<file path="config.mk">
export PLATFORM = sky130hd
export DESIGN_NAME = reg_file_rename
export DESIGN_NICKNAME = d
export VERILOG_FILES = /design/src/rtl/reg_file_rename.sv
export SDC_FILE = /design/constraint.sdc
export NUM_CORES = 2
export LEC_CHECK = 0
export ABC_AREA = 1
export CORE_MARGIN = 2
export CORE_UTILIZATION = 43
export DETAILED_ROUTE_END_ITERATION = 16
export DONT_BUFFER_PORTS = 1
export PLACE_DENSITY_LB_ADDON = 0.12
export SETUP_SLACK_MARGIN = 0.4
export SYNTH_ARGS = -nofsm -noshare
export SYNTH_HDL_FRONTEND = slang
export SYNTH_SLANG_ARGS = --single-unit
</file>
<file path="constraint.sdc">
create_clock -name clk_in -period 3.3 [get_ports clk_in]
set_input_delay 0.66 -clock clk_in [delete_from_list [all_inputs] [get_ports clk_in]]
set_output_delay 0.66 -clock clk_in [all_outputs]
set_load 0.02 [all_outputs]
</file>
<file path="src/rtl/reg_file_rename.sv">
// reg_file_rename: architectural register file with rename tags.
// Each register carries a value, a busy flag and the ROB id of its pending
// producer. Issue renames a destination to the issuing ROB entry, commit
// writes the retired value and releases the tag only when the committing
// entry is still the register's newest producer. Two combinational source
// lookups return either the value or the producing ROB id, and a matching
// commit is forwarded into them in the same cycle.
module reg_file_rename #(
    parameter int REG_NUM       = 32,
    parameter int ROB_INDEX_BIT = 4
) (
    input  logic                     clk_in,
    input  logic                     rst_n_in,
    input  logic                     rdy_in,
    input  logic                     clear_in,
    input  logic                     issue_req,
    input  logic [4:0]               issue_rd,
    input  logic [ROB_INDEX_BIT-1:0] issue_rob_id,
    input  logic                     commit_valid,
    input  logic [4:0]               commit_rd,
    input  logic [31:0]              commit_val,
    input  logic [ROB_INDEX_BIT-1:0] commit_rob_id,
    input  logic [4:0]               rs1_idx,
    input  logic [4:0]               rs2_idx,
    output logic [31:0]              rs1_val,
    output logic [31:0]              rs2_val,
    output logic                     rs1_busy,
    output logic                     rs2_busy,
    output logic [ROB_INDEX_BIT-1:0] rs1_tag,
    output logic [ROB_INDEX_BIT-1:0] rs2_tag
);

    // Flattened read views of the per-register state; entry 0 is x0.
    logic [REG_NUM-1:0][31:0]              val_all_s;
    logic [REG_NUM-1:0]                    busy_all_s;
    logic [REG_NUM-1:0][ROB_INDEX_BIT-1:0] tag_all_s;

    logic fwd1_s;
    logic fwd2_s;

    // x0 has no storage: it always reads as zero and never becomes busy.
    assign val_all_s[0]  = 32'd0;
    assign busy_all_s[0] = 1'b0;
    assign tag_all_s[0]  = {ROB_INDEX_BIT{1'b0}};

    for (genvar g = 1; g < REG_NUM; g++) begin : g_reg
        logic [31:0]              val_r;
        logic                     busy_r;
        logic [ROB_INDEX_BIT-1:0] tag_r;
        logic                     commit_hit_s;
        logic                     issue_hit_s;
        logic                     release_s;

        assign commit_hit_s = commit_valid && (commit_rd == 5'(g));
        assign issue_hit_s  = issue_req && (issue_rd == 5'(g));
        // Only the newest producer may clear busy; an older retiring entry
        // writes the value but leaves the younger rename in place.
        assign release_s    = commit_hit_s && busy_r && (tag_r == commit_rob_id);

        // Per-register state update: reset, then freeze, then clear/issue/commit.
        always_ff @(posedge clk_in) begin
            if (!rst_n_in) begin
                val_r  <= 32'd0;
                busy_r <= 1'b0;
                tag_r  <= {ROB_INDEX_BIT{1'b0}};
            end else if (rdy_in) begin
                if (commit_hit_s) begin
                    val_r <= commit_val;
                end
                // Flush drops the same-cycle issue; issue beats the release.
                if (clear_in) begin
                    busy_r <= 1'b0;
                    tag_r  <= {ROB_INDEX_BIT{1'b0}};
                end else if (issue_hit_s) begin
                    busy_r <= 1'b1;
                    tag_r  <= issue_rob_id;
                end else if (release_s) begin
                    busy_r <= 1'b0;
                end
            end
        end

        assign val_all_s[g]  = val_r;
        assign busy_all_s[g] = busy_r;
        assign tag_all_s[g]  = tag_r;
    end

    // Source port 1 lookup with same-cycle forwarding of a releasing commit.
    always_comb begin
        fwd1_s  = commit_valid && (commit_rd == rs1_idx) && (rs1_idx != 5'd0)
                  && busy_all_s[rs1_idx] && (tag_all_s[rs1_idx] == commit_rob_id);
        rs1_tag = tag_all_s[rs1_idx];
        if (fwd1_s) begin
            rs1_busy = 1'b0;
            rs1_val  = commit_val;
        end else begin
            rs1_busy = busy_all_s[rs1_idx];
            rs1_val  = val_all_s[rs1_idx];
        end
    end

    // Source port 2 lookup with same-cycle forwarding of a releasing commit.
    always_comb begin
        fwd2_s  = commit_valid && (commit_rd == rs2_idx) && (rs2_idx != 5'd0)
                  && busy_all_s[rs2_idx] && (tag_all_s[rs2_idx] == commit_rob_id);
        rs2_tag = tag_all_s[rs2_idx];
        if (fwd2_s) begin
            rs2_busy = 1'b0;
            rs2_val  = commit_val;
        end else begin
            rs2_busy = busy_all_s[rs2_idx];
            rs2_val  = val_all_s[rs2_idx];
        end
    end

endmodule

</file>
==> impl_metrics.ini <==
[critical_path]
worstPathRequired_ns = 3.96
slowest_stage = inv_6
max_stage_delay_ns = 2.67
cp_cell_sequence = inv_6 > buf_12 > buf_12 > a21oi_1
crit_buf_inv = 3
path_class = in -> reg
worstPathMaxFanout = 931
r2r_end = g_reg[19].busy_r$_SDFFE_PN0P_
end_kind = flop
cp.arrival_ns = 7.36
reg2reg_depth = 5
ff2ff_setup_slack_ns = 1.50
reg2reg_from = g_reg[19].tag_r[1]$_SDFFE_PN0P_
crit_family = buffers and inverters
crit_path_start_kind = input port
crit_top_cell = buf_12

[worst_hold_path]
hold_class = in -> reg
hold_end = g_reg[17].val_r[22]$_SDFFE_PN0P_
min_from = commit_val[22]
hold_depth = 2

[timing]
setup_violations = 853
finalCriticalPeriod_ns = 6.696
finClkSkew_ns = 0.01753
fin_ws_ns = -3.396
rsz0062_at_grt = yes
final-hold-violation-count = 0
worst_pin_slew_ns = 7.256
max_slew_margin_pct = -383.7
fmax_ghz = 0.1493
fin_crit_sh_pct = 202.9
report.final.slew_viol_count = 1356

[clock_network]
cts_root_buf = clkbuf_16
clkLatencyLatePin_ns = 0.78
ctsHoldBuffers = 0
cts.reportedPaths.clkPinSlew_ns = 0.06
htreeDepth = 4
cts_tree = done
clk_path_buf_depth = 3
clock_sinks = 1147
cts_made_buffers = 136

[placement]
port_buffers = 0
dp_hpwl_mm = 170.5
place_congestion = 0.9628
place_area_um2 = 65070
place_ws_ns = -0.5159

[synth]
synth_top_family_by_area = compound AO/OA/AOI/OAI gates
synth_top_area_share_pct = 37.17
synth_cell_type_count = 46
synth_ff_type = dfxtp_1
yosys.area.top_type = dfxtp_1
syn_inst = 9319
yosys.area_share.simple_pct = 15.70
synth-edff-count = 0
synth_compound_area_share_pct = 35.19
synth.most_common_cell = o21ai_0
yosys.area_share.adder_pct = 0
synth_area_leaders = dfxtp_1, o21ai_0, a21oi_1
synth_common_cells = o21ai_0, a21oi_1, nand2_1, dfxtp_1, inv_1
ys_ff_latch = 1147
synth_area_per_cell_um2 = 6.628
synthMuxAreaShare_pct = 0
synth_warnings = 0
synthArstFlopShare_pct = 0
synth_area_um2 = 61770
synth-xor-area-share_pct = 1.574
yosysSeqAreaShare_pct = 37.17
syn_nets = 9385

[grt]
grt_max_degree = 932
grt.overflow.total = 0
grt_pass1_wl_mm = 429.2
globalRouteTotalUtil_pct = 38.89
antenna_found_initial = 15
grt_pass1_vias = 62564

[drt]
m1WireLength_mm = 118.2
ant_nets = 0
drc = 0
viasPerCell = 6.360
drt_iter0_markers = 11149
route.top_layer_used = met5
met2WireLength_mm = 125.9
wl_per_cell_um = 27.50
wl_mm = 302.1
firstDrtPassIters = 8
wl_met3_mm = 38.50
vias = 69874

[pwr]
total_power_uw = 33460
powerDensity_nw_per_um2 = 462.6
ir_drop_uv = 399.6
total_leakage_power_uw = 0.02634

[layout]
area_growth_pct = 17.10
drive_above_1_share_pct = 11.75
fin_area_um2 = 72330
regArea_um2 = 23050
fillers = 14113
multiInputGateArea_um2 = 34170
fin_nets = 9042

[floorplan]
fp-row-count = 139
core-area_um2 = 143100
die_w_um = 383.0
start_util_pct = 43.15
num_io_pins = 140
die-area_um2 = 146700
die_h_um = 383.0

[run]
drv_cap = 0

[run_status]
failed_checks = max-slew violations, negative setup slack
status = finished with violations
worst max-delay path by stage:
stage | from | to | cells after the start
floorplan | rs1_idx[0] | rs1_val[0] | 12
global placement | rs2_idx[0] | rs2_val[25] | 14
finish | rst_n_in | g_reg[16].tag_r[1]$_SDFFE_PN0P_ | 4
detailed placement | rs2_idx[1] | rs2_val[28] | 14
global route | rs1_idx[0] | rs1_val[26] | 18
CTS | g_reg[26].tag_r[3]$_SDFFE_PN0P_ | rs2_val[23] | 11
routing by layer:
layer / vias to the layer above / GRT usage [%]
li1: 31284 / -
met1: 32803 / 51.56
met2: 4748 / 57.75
met3: 1033 / 9.486
met4: 6 / 21.49
met5: - / 0
layout by cell type (no fill, tap or decap), types with 25 or more instances in the layout:
cell type  synthesis  layout
o21ai_1            1      38
dfxtp_1         1147    1087
a211oi_1          96      95
clkinv_1          29      26
clkbuf_16          0     154
nor2_4             4      43
nor2_1           570     513
xnor2_1           66      66
nand3_2            1      36
o211ai_1         159     159
a21oi_1         1728    1713
nand2_1         1315    1126
a221oi_1          46      46
buf_12             0     128
clkbuf_1         604      38
nand3_1          330     287
clkbuf_8           0      28
inv_2             18      30
buf_6              3      40
o22ai_1           51      51
buf_4             15     214
nand4_1           95      95
a22oi_1           74      73
nand2_2            1      88
xor2_1            45      45
o21ai_0         1837    1795
inv_1            662     641
nand2_4            0     101
o221ai_1          35      35
dfxtp_2            0      55
nor3_1            25      25
worst register-to-register path, delay by kind of cell, from the launching register on:
family,cells,cell delay [ns]
XOR/XNOR,1,0.16
AND/OR/NAND/NOR,3,1.00
AO/OA/AOI/OAI,1,0.19
flip-flops,1,0.33
logic make-up after synthesis:
| kind of cell | count (synthesis) |
|---|---|
| and+or+nand+nor | 2370 |
| AOI/OAI and AO/OA | 4075 |
| DFF | 1147 |
| buffers and inverters | 1616 |
| xor gates and xnor gates | 111 |
power breakdown:
part	switching, uW	leakage, uW	internal [uW]	total, uW
Clock	6440	0.00214	8670	15100
Combinational	2820	0.0149	1520	4340
Sequential	68.5	0.00928	13900	14000
Total	9330	0.0263	24100	33500
layout make-up:
cell class | instances | share of cell area, %
multi-input cells | 6556 | 47.23
well taps | 1903 | 3.292
repair buffers | 424 | 7.722
clock buffers | 206 | 5.573
inverters | 710 | 3.835
flip-flops and latches | 1147 | 31.87
repair inverters | 1 | 0.01557
clock inverters | 32 | 0.4342
diodes | 8 | 0.02768
state kept, by name, indices dropped and copies added (netlist names):
| register | cells |
|---|---|
| g.tag_r | 124 |
| g.busy_r | 31 |
| g.val_r | 992 |
what timing repair did:
item	CTS	global route
pin swaps	80	139
endpoints found under the setup margin	74	74
gates cloned	6	18
gates resized for setup	165	392
setup buffers	13	38
through the flow:
step	utilization, %	hold slack (ns)	setup TNS (ns)	std cells
floorplan	-	0.4440	0	9319
global placement	45.46	0.4563	-12.83	10666
detailed placement	45.46	0.4648	-9.868	10666
CTS	49.07	0.01699	-10.49	10923
global route	50.53	0.02458	-31.27	10982
finish	50.54	0.05058	-1387.09	10987
(Power assumes the default switching activity.)
